===== src/rtl/kb_pkg.sv =====
// Shared constants and types for the PS/2 keyboard event controller:
// prefix byte values, decoder state encoding and the event record.
package kb_pkg;

  localparam logic [7:0] BYTE_E0 = 8'hE0;
  localparam logic [7:0] BYTE_F0 = 8'hF0;
  localparam int         EV_W    = 10;

  typedef enum logic [1:0] {
    ST_IDLE    = 2'd0,
    ST_EXT     = 2'd1,
    ST_BRK     = 2'd2,
    ST_EXT_BRK = 2'd3
  } kb_state_t;

  typedef struct packed {
    logic       ext;
    logic       brk;
    logic [7:0] code;
  } kb_event_t;

endpackage


===== src/rtl/kb_fifo.sv =====
// First-word-fall-through event FIFO, 2^W_SIZE entries of DW bits.
// Pointers carry one extra bit so that full and empty can be told apart.
module kb_fifo #(
  parameter int W_SIZE = 2,
  parameter int DW     = 10
) (
  input  logic          clk,
  input  logic          reset,
  input  logic          wr,
  input  logic          rd,
  input  logic [DW-1:0] wdata,
  output logic [DW-1:0] rdata,
  output logic          empty,
  output logic          full
);

  localparam int DEPTH = 1 << W_SIZE;
  localparam logic [W_SIZE:0] PTR_ONE = {{W_SIZE{1'b0}}, 1'b1};

  logic [W_SIZE:0] wr_ptr;
  logic [W_SIZE:0] rd_ptr;
  logic [DW-1:0]   mem [DEPTH];
  logic            do_pop;
  logic            do_push;

  assign empty = (wr_ptr == rd_ptr);
  assign full  = (wr_ptr[W_SIZE] != rd_ptr[W_SIZE]) &&
                 (wr_ptr[W_SIZE-1:0] == rd_ptr[W_SIZE-1:0]);

  // A pop in the same cycle frees the slot a push into a full FIFO needs.
  assign do_pop  = rd & ~empty;
  assign do_push = wr & (~full | do_pop);

  assign rdata = mem[rd_ptr[W_SIZE-1:0]];

  always_ff @(posedge clk) begin
    if (reset) begin
      wr_ptr <= '0;
      rd_ptr <= '0;
    end else begin
      if (do_push) wr_ptr <= wr_ptr + PTR_ONE;
      if (do_pop)  rd_ptr <= rd_ptr + PTR_ONE;
    end
  end

  always_ff @(posedge clk) begin
    if (!reset && do_push) mem[wr_ptr[W_SIZE-1:0]] <= wdata;
  end

endmodule


===== src/rtl/kb_ctrl.sv =====
// PS/2 scan-code decoder feeding an event FIFO; optional typematic repeat
// filter enabled by defining KB_CTRL_TYPEMATIC_FILTER_EN.
//
// state      | meaning
// IDLE       | no prefix seen
// EXT        | E0 prefix seen
// BRK        | F0 prefix seen
// EXT_BRK    | E0 then F0 seen
module kb_ctrl
  import kb_pkg::*;
#(
  parameter int W_SIZE = 2
) (
  input  logic       clk,
  input  logic       reset,
  input  logic       scan_done_tick,
  input  logic [7:0] scan_code,
  output logic       rx_en,
  input  logic       rd,
  output logic [7:0] key_code,
  output logic       key_brk,
  output logic       key_ext,
  output logic       empty,
  output logic       full,
  output logic       overflow
);

  kb_state_t   state_q;
  kb_state_t   state_d;
  kb_event_t   ev;
  kb_event_t   head;
  logic        ev_valid;
  logic        push;
  logic [EV_W-1:0] fifo_rdata;

  always_ff @(posedge clk) begin
    if (reset) state_q <= ST_IDLE;
    else       state_q <= state_d;
  end

  always_comb begin
    state_d  = state_q;
    ev_valid = 1'b0;
    ev.code  = scan_code;
    ev.ext   = (state_q == ST_EXT) || (state_q == ST_EXT_BRK);
    ev.brk   = (state_q == ST_BRK) || (state_q == ST_EXT_BRK);
    if (scan_done_tick) begin
      case (scan_code)
        BYTE_E0: state_d = ST_EXT;
        BYTE_F0: begin
          case (state_q)
            ST_IDLE: state_d = ST_BRK;
            ST_EXT:  state_d = ST_EXT_BRK;
            default: state_d = state_q;
          endcase
        end
        default: begin
          ev_valid = 1'b1;
          state_d  = ST_IDLE;
        end
      endcase
    end
  end

`ifdef KB_CTRL_TYPEMATIC_FILTER_EN
  logic [8:0] last_make;
  logic       last_valid;
  logic       make_match;
  logic       is_repeat;

  assign make_match = last_valid && (last_make == {ev.ext, ev.code});
  assign is_repeat  = ev_valid && !ev.brk && make_match;
  assign push       = ev_valid && !is_repeat;

  always_ff @(posedge clk) begin
    if (reset) begin
      last_valid <= 1'b0;
      last_make  <= '0;
    end else if (ev_valid) begin
      if (!ev.brk && !make_match) begin
        last_make  <= {ev.ext, ev.code};
        last_valid <= 1'b1;
      end else if (ev.brk && make_match) begin
        last_valid <= 1'b0;
      end
    end
  end
`else
  assign push = ev_valid;
`endif

  kb_fifo #(
    .W_SIZE(W_SIZE),
    .DW    (EV_W)
  ) u_fifo (
    .clk  (clk),
    .reset(reset),
    .wr   (push),
    .rd   (rd),
    .wdata(ev),
    .rdata(fifo_rdata),
    .empty(empty),
    .full (full)
  );

  // A simultaneous pop makes room, so only an unpaired push into full drops.
  always_ff @(posedge clk) begin
    if (reset)                             overflow <= 1'b0;
    else if (push && full && !(rd && !empty)) overflow <= 1'b1;
  end

  assign rx_en    = ~full;
  assign head     = kb_event_t'(fifo_rdata);
  assign key_code = empty ? 8'h00 : head.code;
  assign key_brk  = empty ? 1'b0  : head.brk;
  assign key_ext  = empty ? 1'b0  : head.ext;

endmodule


===== config.mk =====
export PLATFORM = sky130hd
export DESIGN_NAME = kb_ctrl
export DESIGN_NICKNAME = d
export VERILOG_FILES = /design/src/rtl/kb_pkg.sv /design/src/rtl/kb_fifo.sv /design/src/rtl/kb_ctrl.sv
export SDC_FILE = /design/constraint.sdc
export NUM_CORES = 1
export LEC_CHECK = 0
export BUFFER_PORTS_ARGS = -buffer_cell sky130_fd_sc_hd__buf_2
export CAP_MARGIN = 20
export CORE_MARGIN = 5
export CORE_UTILIZATION = 30
export CTS_BUF_LIST = sky130_fd_sc_hd__clkbuf_16
export DETAILED_ROUTE_END_ITERATION = 8
export PLACE_DENSITY_LB_ADDON = 0.12
export SLEW_MARGIN = 20
export SYNTH_ARGS = -nofsm -noshare
export SYNTH_HDL_FRONTEND = slang
export SYNTH_SLANG_ARGS = --single-unit

===== constraint.sdc =====
create_clock -name clk -period 3.1 [get_ports clk]
set_clock_uncertainty 0.05 [all_clocks]
set_input_delay 0.465 -clock clk [delete_from_list [all_inputs] [get_ports clk]]
set_output_delay 0.465 -clock clk [all_outputs]
set_load 0.01 [all_outputs]

==> results.json <==
{
  "min_to": "u_fifo.mem[0][0]",
  "avgRoutedWirePerCell_um": 15.30,
  "syn_area_um2": 2110,
  "reg2reg_depth": 5,
  "area_delta_synth_final_pct": 19.87,
  "p_leak_nw": 0.9159,
  "cts_tree": "yes",
  "initial_core_util_pct": 30.88,
  "gp_congestion": 0.7775,
  "placement.io_buffers": 25,
  "vias": 1119,
  "cts_root_buf": "clkbuf_16",
  "core_area_um2": 6832,
  "worstHoldStart": "scan_code[0]",
  "slew_viol_final": 0,
  "synth_edf_count": 40,
  "r2r_start": "u_fifo.wr_ptr[0]",
  "layout-drive-gt1-share_pct": 31.87,
  "synth-async-reset-ratio_pct": 0,
  "clk_pin_slew_ns": 0.06,
  "rsz0062_at_grt": "false",
  "fmax_mhz": 406.2,
  "worst_pin_slew_ns": 0.7250,
  "timing.final.hold_violations": 0,
  "criticalPathCategory": "reg2out",
  "status": "finished, final reports clean",
  "antenna_found_initial": 0,
  "cts_resized": 0,
  "ys_ff_latch": 51,
  "drc": 0,
  "worstPathCellList": "mux4_2 > nor2b_1 > buf_2",
  "fin_crit_ns": 2.462,
  "drt-initial-drc-count": 35,
  "grt_max_degree": 18,
  "chipWidth_um": 93.86,
  "worst-endpoint-arrival_ns": 1.95,
  "firstDrtPassIters": 4,
  "insertion_delay_ns": 0.29,
  "cts_max_level": 2,
  "syn-num-nets": 146,
  "ys_types": 30,
  "worst-path-stages": 3,
  "grt_pass1_wl_mm": 6.141,
  "cp_slowest_stage_delay_ns": 0.79,
  "cellPowerDensity_nw_per_um2": 667.8,
  "grt_overflow": 0,
  "clock_sinks": 51,
  "cts_setup_buffers": 0,
  "holdPathStages": 1,
  "r2r_slack_ns": 1.08,
  "die_h_um": 93.86,
  "num_antenna_cells": 0,
  "required_ns": 2.58,
  "clockBufferDepth": 2,
  "tns_ns": 0,
  "ys.flop_type": "edfxtp_1",
  "path_buf_inv": 1,
  "grt_pass1_vias": 1180,
  "setup_viol": 0,
  "cpMaxStageDelayCell": "dfxtp_1",
  "ant_nets": 0,
  "start_kind": "flop",
  "avgSynthCellArea_um2": 16.35,
  "track_usage_pct": 9.662,
  "layout.nets": 176,
  "ios": 26,
  "slew_headroom_pct": 51.60,
  "cts_buffers": 5,
  "finalNonFillerCells": 256,
  "dpl.hpwl_mm": 2.595,
  "cp_top_family": "flip-flops",
  "seq_area_frac_synth_pct": 67.38,
  "placed_cells": 248,
  "die-area_um2": 8809,
  "vias_per_cell": 4.371,
  "ys_warn_count": 0,
  "r2r_end": "u_fifo.mem[1][2]",
  "postCtsHoldBufs": 0,
  "crit_fanout": 10,
  "end_kind": "primary output",
  "wirelength_mm": 3.918,
  "irDropWorstVdd_uv": 236.0,
  "hold_path.class": "in2reg",
  "cap_violations": 0,
  "rows": 30,
  "synthCells": 129,
  "post-route-period-util_pct": 79.41
}
## worst max path at each step
| stage | to | from | slack [ns] |
|---|---|---|---|
| after detailed placement | key_ext | flop | 0.88 |
| after global routing | key_code[3] | flop | 0.49 |
| final | key_code[5] | flop | 0.64 |
| after floorplan | u_fifo.mem[2][0] | u_fifo.wr_ptr[1] | 0.80 |
| after CTS | key_ext | flop | 0.56 |
| after global placement | key_code[5] | flop | 0.88 |
## cells by family (layout without fill, tap and decap cells)
kind of cell             count (synthesis)  in the layout  synth area share (%)
adder cells (fa/ha/maj)                  5              5                 2.966
multiplexers                            14             14                 12.87
flip-flops                              51             51                 67.38
XOR/XNOR                                 6              6                 2.491
AND/OR/NAND/NOR                         35             35                 10.14
AO/OA/AOI/OAI                            6              6                 1.958
buffers and inverters                   12             43                 2.194
## cell usage after synthesis, types with 2 or more instances
| cell | count | share of area, % |
|---|---|---|
| nor2_1 | 8 | 1.4 |
| clkbuf_1 | 6 | 1.1 |
| nor3_1 | 2 | 0.47 |
| xor2_1 | 5 | 2.1 |
| mux4_2 | 10 | 11 |
| dfxtp_1 | 11 | 10 |
| inv_1 | 5 | 0.89 |
| ha_1 | 5 | 3.0 |
| edfxtp_1 | 40 | 57 |
| mux2i_1 | 2 | 0.95 |
| nor2b_1 | 12 | 3.6 |
| nor3b_1 | 4 | 1.4 |
| nand2b_1 | 2 | 0.59 |
## stage by stage
stage	utilization, %	setup WS, ns	total power, mW	hold WS (ns)	area (um2)
after floorplan	-	0.7984	0.9956	0.4432	2110
after global placement	34.62	0.8795	1.108	0.3959	2365
after detailed placement	34.62	0.8783	1.112	0.4139	2365
after CTS	37.01	0.5626	1.718	0.3534	2529
after global routing	37.01	0.4942	1.771	0.3592	2529
final	37.01	0.6383	1.689	0.3559	2529
## cell usage in the layout, fill, tap and decap left out, drive strengths merged
cell / count
nand4: 1
nand2b: 2
a21oi: 1
bufinv: 1
a31oi: 1
nor4: 2
clkbuf: 5
nor3b: 4
a211oi: 1
edfxtp: 40
clkinv: 2
xor2: 5
nor2b: 12
nor3: 2
dfxtp: 11
buf: 30
o311ai: 1
mux2: 2
and4b: 1
nand2: 1
and3b: 1
nor2: 8
o31ai: 1
nand3b: 1
xnor2: 1
o22ai: 1
ha: 5
mux4: 10
mux2i: 2
inv: 5
## cell type report
type	count	area, um2
Multi-Input combinational cell	66	641.9
Tap cell	96	120.1
Clock inverter	3	38.79
Clock buffer	5	125.1
Sequential cell	51	1421
Timing Repair Buffer	30	162.7
Inverter	5	18.77
Fill cell	671	4303
## flip-flops by register name (all words and copies together), names as in the netlist, named ones only
register	flops
state_q	2
u_fifo.wr_ptr	3
u_fifo.rd_ptr	3
u_fifo.mem	40
overflow	1
## per-layer routing
| metal | up-vias | wire length, um | global-route usage [%] |
|---|---|---|---|
| met4 | 0 | 81 | 4.452 |
| met1 | 541 | 1742 | 10.91 |
| met2 | 31 | 1872 | 16.09 |
| met5 | - | 0 | 0 |
| li1 | 541 | - | - |
| met3 | 6 | 221 | 3.686 |
## power by group
group / total, mW / internal (mW) / switching (mW)
sequential: 0.807 / 0.765 / 0.0425
clock: 0.602 / 0.376 / 0.226
combinational: 0.279 / 0.142 / 0.137
No activity file was read; power rests on OpenSTA's default activity.
